**src/rtl/pipelined_addsub.sv**
```systemverilog
// Pipelined WIDTH-bit adder/subtractor: the carry chain is cut into STAGES registered chunks,
// with a per-stage valid/ready handshake that collapses bubbles and holds under backpressure.
module pipelined_addsub #(
  parameter int unsigned WIDTH  = 16,
  parameter int unsigned STAGES = 4
) (
  input  logic             clk,
  input  logic             rst_n,
  input  logic             in_valid,
  output logic             in_ready,
  input  logic [WIDTH-1:0] a,
  input  logic [WIDTH-1:0] b,
  input  logic             cin,
  input  logic             sub,
  output logic             out_valid,
  input  logic             out_ready,
  output logic [WIDTH-1:0] sum,
  output logic             cout,
  output logic             ovf
);

  localparam int unsigned CHUNK = WIDTH / STAGES;
  localparam int unsigned LAST  = STAGES - 1;
  localparam int unsigned MSB   = WIDTH - 1;

  if (WIDTH < 2) begin : g_bad_width
    $error("pipelined_addsub: WIDTH must be >= 2");
  end
  if ((STAGES < 1) || ((WIDTH % STAGES) != 0)) begin : g_bad_stages
    $error("pipelined_addsub: WIDTH must be a multiple of STAGES");
  end

  // Per-stage state: operands travel skewed with the op, finished chunks accumulate in r_s.
  logic [STAGES-1:0] r_v;
  logic [STAGES-1:0] r_c;
  logic [WIDTH-1:0]  r_a [STAGES];
  logic [WIDTH-1:0]  r_b [STAGES];
  logic [WIDTH-1:0]  r_s [STAGES];
  logic              r_ovf;

  logic [WIDTH-1:0]  w_b_eff;
  logic              w_c0;
  logic [WIDTH-1:0]  w_a_in  [STAGES];
  logic [WIDTH-1:0]  w_b_in  [STAGES];
  logic [WIDTH-1:0]  w_s_in  [STAGES];
  logic [WIDTH-1:0]  w_s_out [STAGES];
  logic [CHUNK:0]    w_part  [STAGES];
  logic [STAGES-1:0] w_c_in;
  logic [STAGES-1:0] w_c_out;
  logic [STAGES-1:0] w_v_in;
  logic [STAGES-1:0] w_load;
  logic              w_all;
  logic              w_ovf;

  // Datapath: each stage resolves its own chunk using the carry captured by the stage before.
  always_comb begin
    w_b_eff    = sub ? ~b : b;
    w_c0       = sub ^ cin;
    w_c_in     = '0;
    w_c_out    = '0;
    w_v_in     = '0;
    w_a_in[0]  = a;
    w_b_in[0]  = w_b_eff;
    w_s_in[0]  = '0;
    w_c_in[0]  = w_c0;
    w_v_in[0]  = in_valid;
    for (int k = 1; k < STAGES; k++) begin
      w_a_in[k] = r_a[k-1];
      w_b_in[k] = r_b[k-1];
      w_s_in[k] = r_s[k-1];
      w_c_in[k] = r_c[k-1];
      w_v_in[k] = r_v[k-1];
    end
    for (int k = 0; k < STAGES; k++) begin
      w_part[k]  = (CHUNK+1)'(w_a_in[k][k*CHUNK +: CHUNK])
                 + (CHUNK+1)'(w_b_in[k][k*CHUNK +: CHUNK])
                 + (CHUNK+1)'(w_c_in[k]);
      w_s_out[k] = w_s_in[k];
      w_s_out[k][k*CHUNK +: CHUNK] = w_part[k][CHUNK-1:0];
      w_c_out[k] = w_part[k][CHUNK];
    end
    w_ovf = (w_a_in[LAST][MSB] == w_b_in[LAST][MSB]) &&
            (w_s_out[LAST][MSB] != w_a_in[LAST][MSB]);
  end

  // Stage k may load unless it and every stage after it is occupied while the consumer stalls.
  always_comb begin
    w_load = '0;
    w_all  = 1'b1;
    for (int k = 0; k < STAGES; k++) begin
      w_all = 1'b1;
      for (int j = k; j < STAGES; j++) begin
        w_all = w_all & r_v[j];
      end
      w_load[k] = ~w_all | out_ready;
    end
  end

  always_ff @(posedge clk) begin
    if (!rst_n) begin
      r_v   <= '0;
      r_c   <= '0;
      r_ovf <= 1'b0;
      for (int k = 0; k < STAGES; k++) begin
        r_a[k] <= '0;
        r_b[k] <= '0;
        r_s[k] <= '0;
      end
    end else begin
      for (int k = 0; k < STAGES; k++) begin
        if (w_load[k]) begin
          r_v[k] <= w_v_in[k];
          r_c[k] <= w_c_out[k];
          r_a[k] <= w_a_in[k];
          r_b[k] <= w_b_in[k];
          r_s[k] <= w_s_out[k];
        end
      end
      if (w_load[LAST]) begin
        r_ovf <= w_ovf;
      end
    end
  end

  assign in_ready  = w_load[0];
  assign out_valid = r_v[LAST];
  assign sum       = r_s[LAST];
  assign cout      = r_c[LAST];
  assign ovf       = r_ovf;

endmodule
```
**config.mk**
```make
export PLATFORM = sky130hd
export DESIGN_NAME = pipelined_addsub
export DESIGN_NICKNAME = d
export VERILOG_FILES = /design/src/rtl/pipelined_addsub.sv
export SDC_FILE = /design/constraint.sdc
export NUM_CORES = 1
export LEC_CHECK = 0
export BUFFER_PORTS_ARGS = -buffer_cell sky130_fd_sc_hd__buf_4
export CAP_MARGIN = 20
export CORE_MARGIN = 2
export CORE_UTILIZATION = 52
export CTS_CLUSTER_DIAMETER = 40
export CTS_CLUSTER_SIZE = 8
export DETAILED_ROUTE_END_ITERATION = 7
export PLACE_DENSITY = 0.8
export SLEW_MARGIN = 10
export SYNTH_ARGS = -nofsm -noshare
export SYNTH_HDL_FRONTEND = slang
export SYNTH_SLANG_ARGS = --single-unit
```
**constraint.sdc**
```tcl
create_clock -name clk -period 2.3 [get_ports clk]
set_input_delay 0.23 -clock clk [delete_from_list [all_inputs] [get_ports clk]]
set_output_delay 0.23 -clock clk [all_outputs]
set_load 0.05 [all_outputs]
```
==> impl_metrics.py <==
metrics = {
    "run_status": {
        "outcome": "finished, final reports clean",
    },
    "timing": {
        "grt_setup_unrepaired": "false",
        "tightest_slew_ps": 755,
        "fin_skew_ps": 16.2,
        "finalHoldViolations": 0,
        "max_freq_mhz": 537,
        "whs_ps": 101,
        "final-setup-viol-count": 0,
        "final.setup.tns_ps": 0,
        "finalCritPeriodShare_pct": 81.0,
        "slew_headroom_pct": 49.5,
        "period_minus_slack_ps": 1860,
        "drv_slew": 0,
    },
    "critical_path": {
        "crit_required_ps": 2070,
        "cp-start-kind": "register",
        "critical_path.max_fanout": 7,
        "crit_arrival_ps": 1630,
        "r2r_cells": 3,
        "end_kind": "output pin",
        "critPathKind": "reg2out",
    },
    "global_route": {
        "grt_max_degree": 50,
        "grt_overflow": 0,
        "grt_pass1_vias": 2428,
        "grt_pass1_wl_microns": 11100,
        "antenna_found_initial": 0,
        "grt.total_usage_pct": 16.1,
    },
    "clocking": {
        "cts.sinks": 97,
        "clk_latency_ps": 360,
        "cts_buffers": 9,
        "clockRootBuffer": "clkbuf_8",
        "ctsResizeCount": 0,
        "tritoncts": "yes",
        "clkSlewWorstSetupHoldPaths_ps": 90,
        "cts_buffer_depth": 2,
        "htreeDepth": 3,
        "cts_hold_buf": 0,
        "postCtsSetupBuffers": 0,
    },
    "power": {
        "p_leak_nw": 2.37,
        "p_total_mw": 3.68,
        "vdd_drop_max_v": 0.000313,
        "powerDensity_nw_per_um2": 722,
    },
    "floorplan": {
        "num_rows": 33,
        "die_area_sq_um": 9090,
        "die_h_microns": 95.4,
        "coreArea_sq_um": 8130,
        "io_pins": 58,
        "die_x_microns": 95.4,
        "start_util_pct": 53.3,
    },
    "finish": {
        "n_antenna_cell": 0,
        "final_nets": 424,
        "layout.cells.non_filler": 476,
        "drive_gt1_share_pct": 21.6,
        "syn2layout_area_growth_pct": 17.3,
    },
    "route": {
        "dr.pass1.iters": 4,
        "wl_microns": 6390,
        "ant_nets": 0,
        "drtIter0Drc": 78,
        "vias": 2443,
        "via_per_inst": 5.13,
        "route.detailed.drc": 0,
        "avgRoutedWirePerCell_microns": 13.4,
    },
    "synth": {
        "yosysTopAreaCell": "edfxtp_1",
        "synth_nets": 369,
        "ys_types": 39,
        "synthFlopType": "edfxtp_1",
        "synth_commonest_cells": "88 x edfxtp_1, 52 x and3_1, 17 x nor2_1, 14 x and2_1, 14 x xnor2_1",
        "netlist_instances": 311,
        "syn_area_sq_um": 4340,
        "synth_seq_cells": 97,
        "async_reset_ff_share_pct": 0,
        "synth_edf_count": 88,
        "netlist.area_leader.share_pct": 60.9,
        "ys_seq_area_share_pct": 65.1,
        "ys_warn_count": 0,
        "synth_most_common_cell": "edfxtp_1",
        "synth_area_leaders": "edfxtp_1 61%, and3_1 7.5%, dfxtp_1 4.2%, fa_1 3.7%, ha_1 3.5%",
        "syn_area_per_cell_sq_um": 14.0,
    },
    "placement": {
        "port_buffers": 57,
        "dp_hpwl_microns": 4530,
        "gp_congestion": 0.855,
        "dpl.cell_count": 460,
    },
    "worst_hold_path": {
        "worstHoldPathType": "in2reg",
        "hold_path_depth": 3,
    },
    "job": {
        "cap_violations": 0,
    },
}
report_power, final:
part	switching [mW]	internal (mW)	leakage (nW)
clock network	0.547	0.717	0.116
registers	0.0355	2.03	1.12
logic	0.178	0.169	1.13
final cells by class:
cell class	count	area, sq um
clock inverter	6	106
multi-input combinational	188	1390
clock buffer	10	128
timing repair buffer	62	478
sequential	97	2820
tap	105	131
fill	597	3050
inverter	8	30.0
path summary, 6_finish.rpt:
| path | startpoint | end | slack [ps] |
|---|---|---|---|
| worst max-delay path | r_v[3]$_SDFFE_PN0P_ | in_ready | 440 |
| worst min-delay path | in_valid | r_v[0]$_SDFFE_PN0P_ | 100 |
| worst max register to register | r_v[3]$_SDFFE_PN0P_ | r_b[0][10]$_SDFFCE_PN0P_ | 460 |
| worst min register to register | ovf$_SDFFE_PN0P_ | ovf$_SDFFE_PN0P_ | 510 |
layout by cell type, fill, tap and decap left out, drive strengths merged, types with 2 or more instances in the layout:
cell type	Yosys	layout
a21oi	9	9
fa	8	8
mux2i	2	2
nor2b	5	5
edfxtp	88	88
o21a	2	2
inv	8	8
ha	12	12
o21ai	6	6
xor2	5	5
nand3b	3	3
nand2	8	8
and3b	2	2
nand2b	2	2
nor3	3	3
nand3	7	7
buf	7	62
nor2	17	17
and2	14	14
a21boi	3	3
clkbuf	11	10
xnor2	14	14
dfxtp	9	9
and3	52	52
a21o	5	5
bufinv	0	3
clkinv	0	3
registers in the layout, indices dropped and copies added (netlist names):
register / count
r_c: 4
r_s: 40
r_a: 24
r_b: 24
r_v: 4
ovf: 1
kinds of logic after synthesis:
logic type | after synthesis | synth area share [%]
adders and majority gates | 20 | 7.15
AOI/OAI and AO/OA | 30 | 4.84
DFF | 97 | 65.1
muxes | 2 | 0.461
and+or+nand+nor | 117 | 15.8
xor gates and xnor gates | 19 | 3.84
buffers and inverters | 26 | 2.85
routing by layer:
layer / global-route usage, % / vias up / routed length, microns
li1: - / 1236 / -
met1: 19.5 / 1120 / 2620
met2: 27.1 / 73 / 3260
met3: 3.08 / 14 / 344
met4: 9.06 / 0 / 159
met5: 0 / - / 0
worst max-delay path, stage by stage, from the launching register on:
cell and delay (ps):
dfxtp_1 460, and4b_1 450, nand2_1 140, buf_4 210
through the flow:
stage	cell area (sq um)	utilization [%]	setup slack, ps
after detailed placement	4850	59.7	196
after floorplan	4340	-	10.0
after global routing	5090	62.6	359
after global placement	4850	59.7	236
final	5090	62.6	437
after CTS	5090	62.6	437
Note: power is estimated with default switching activity, not from simulation.
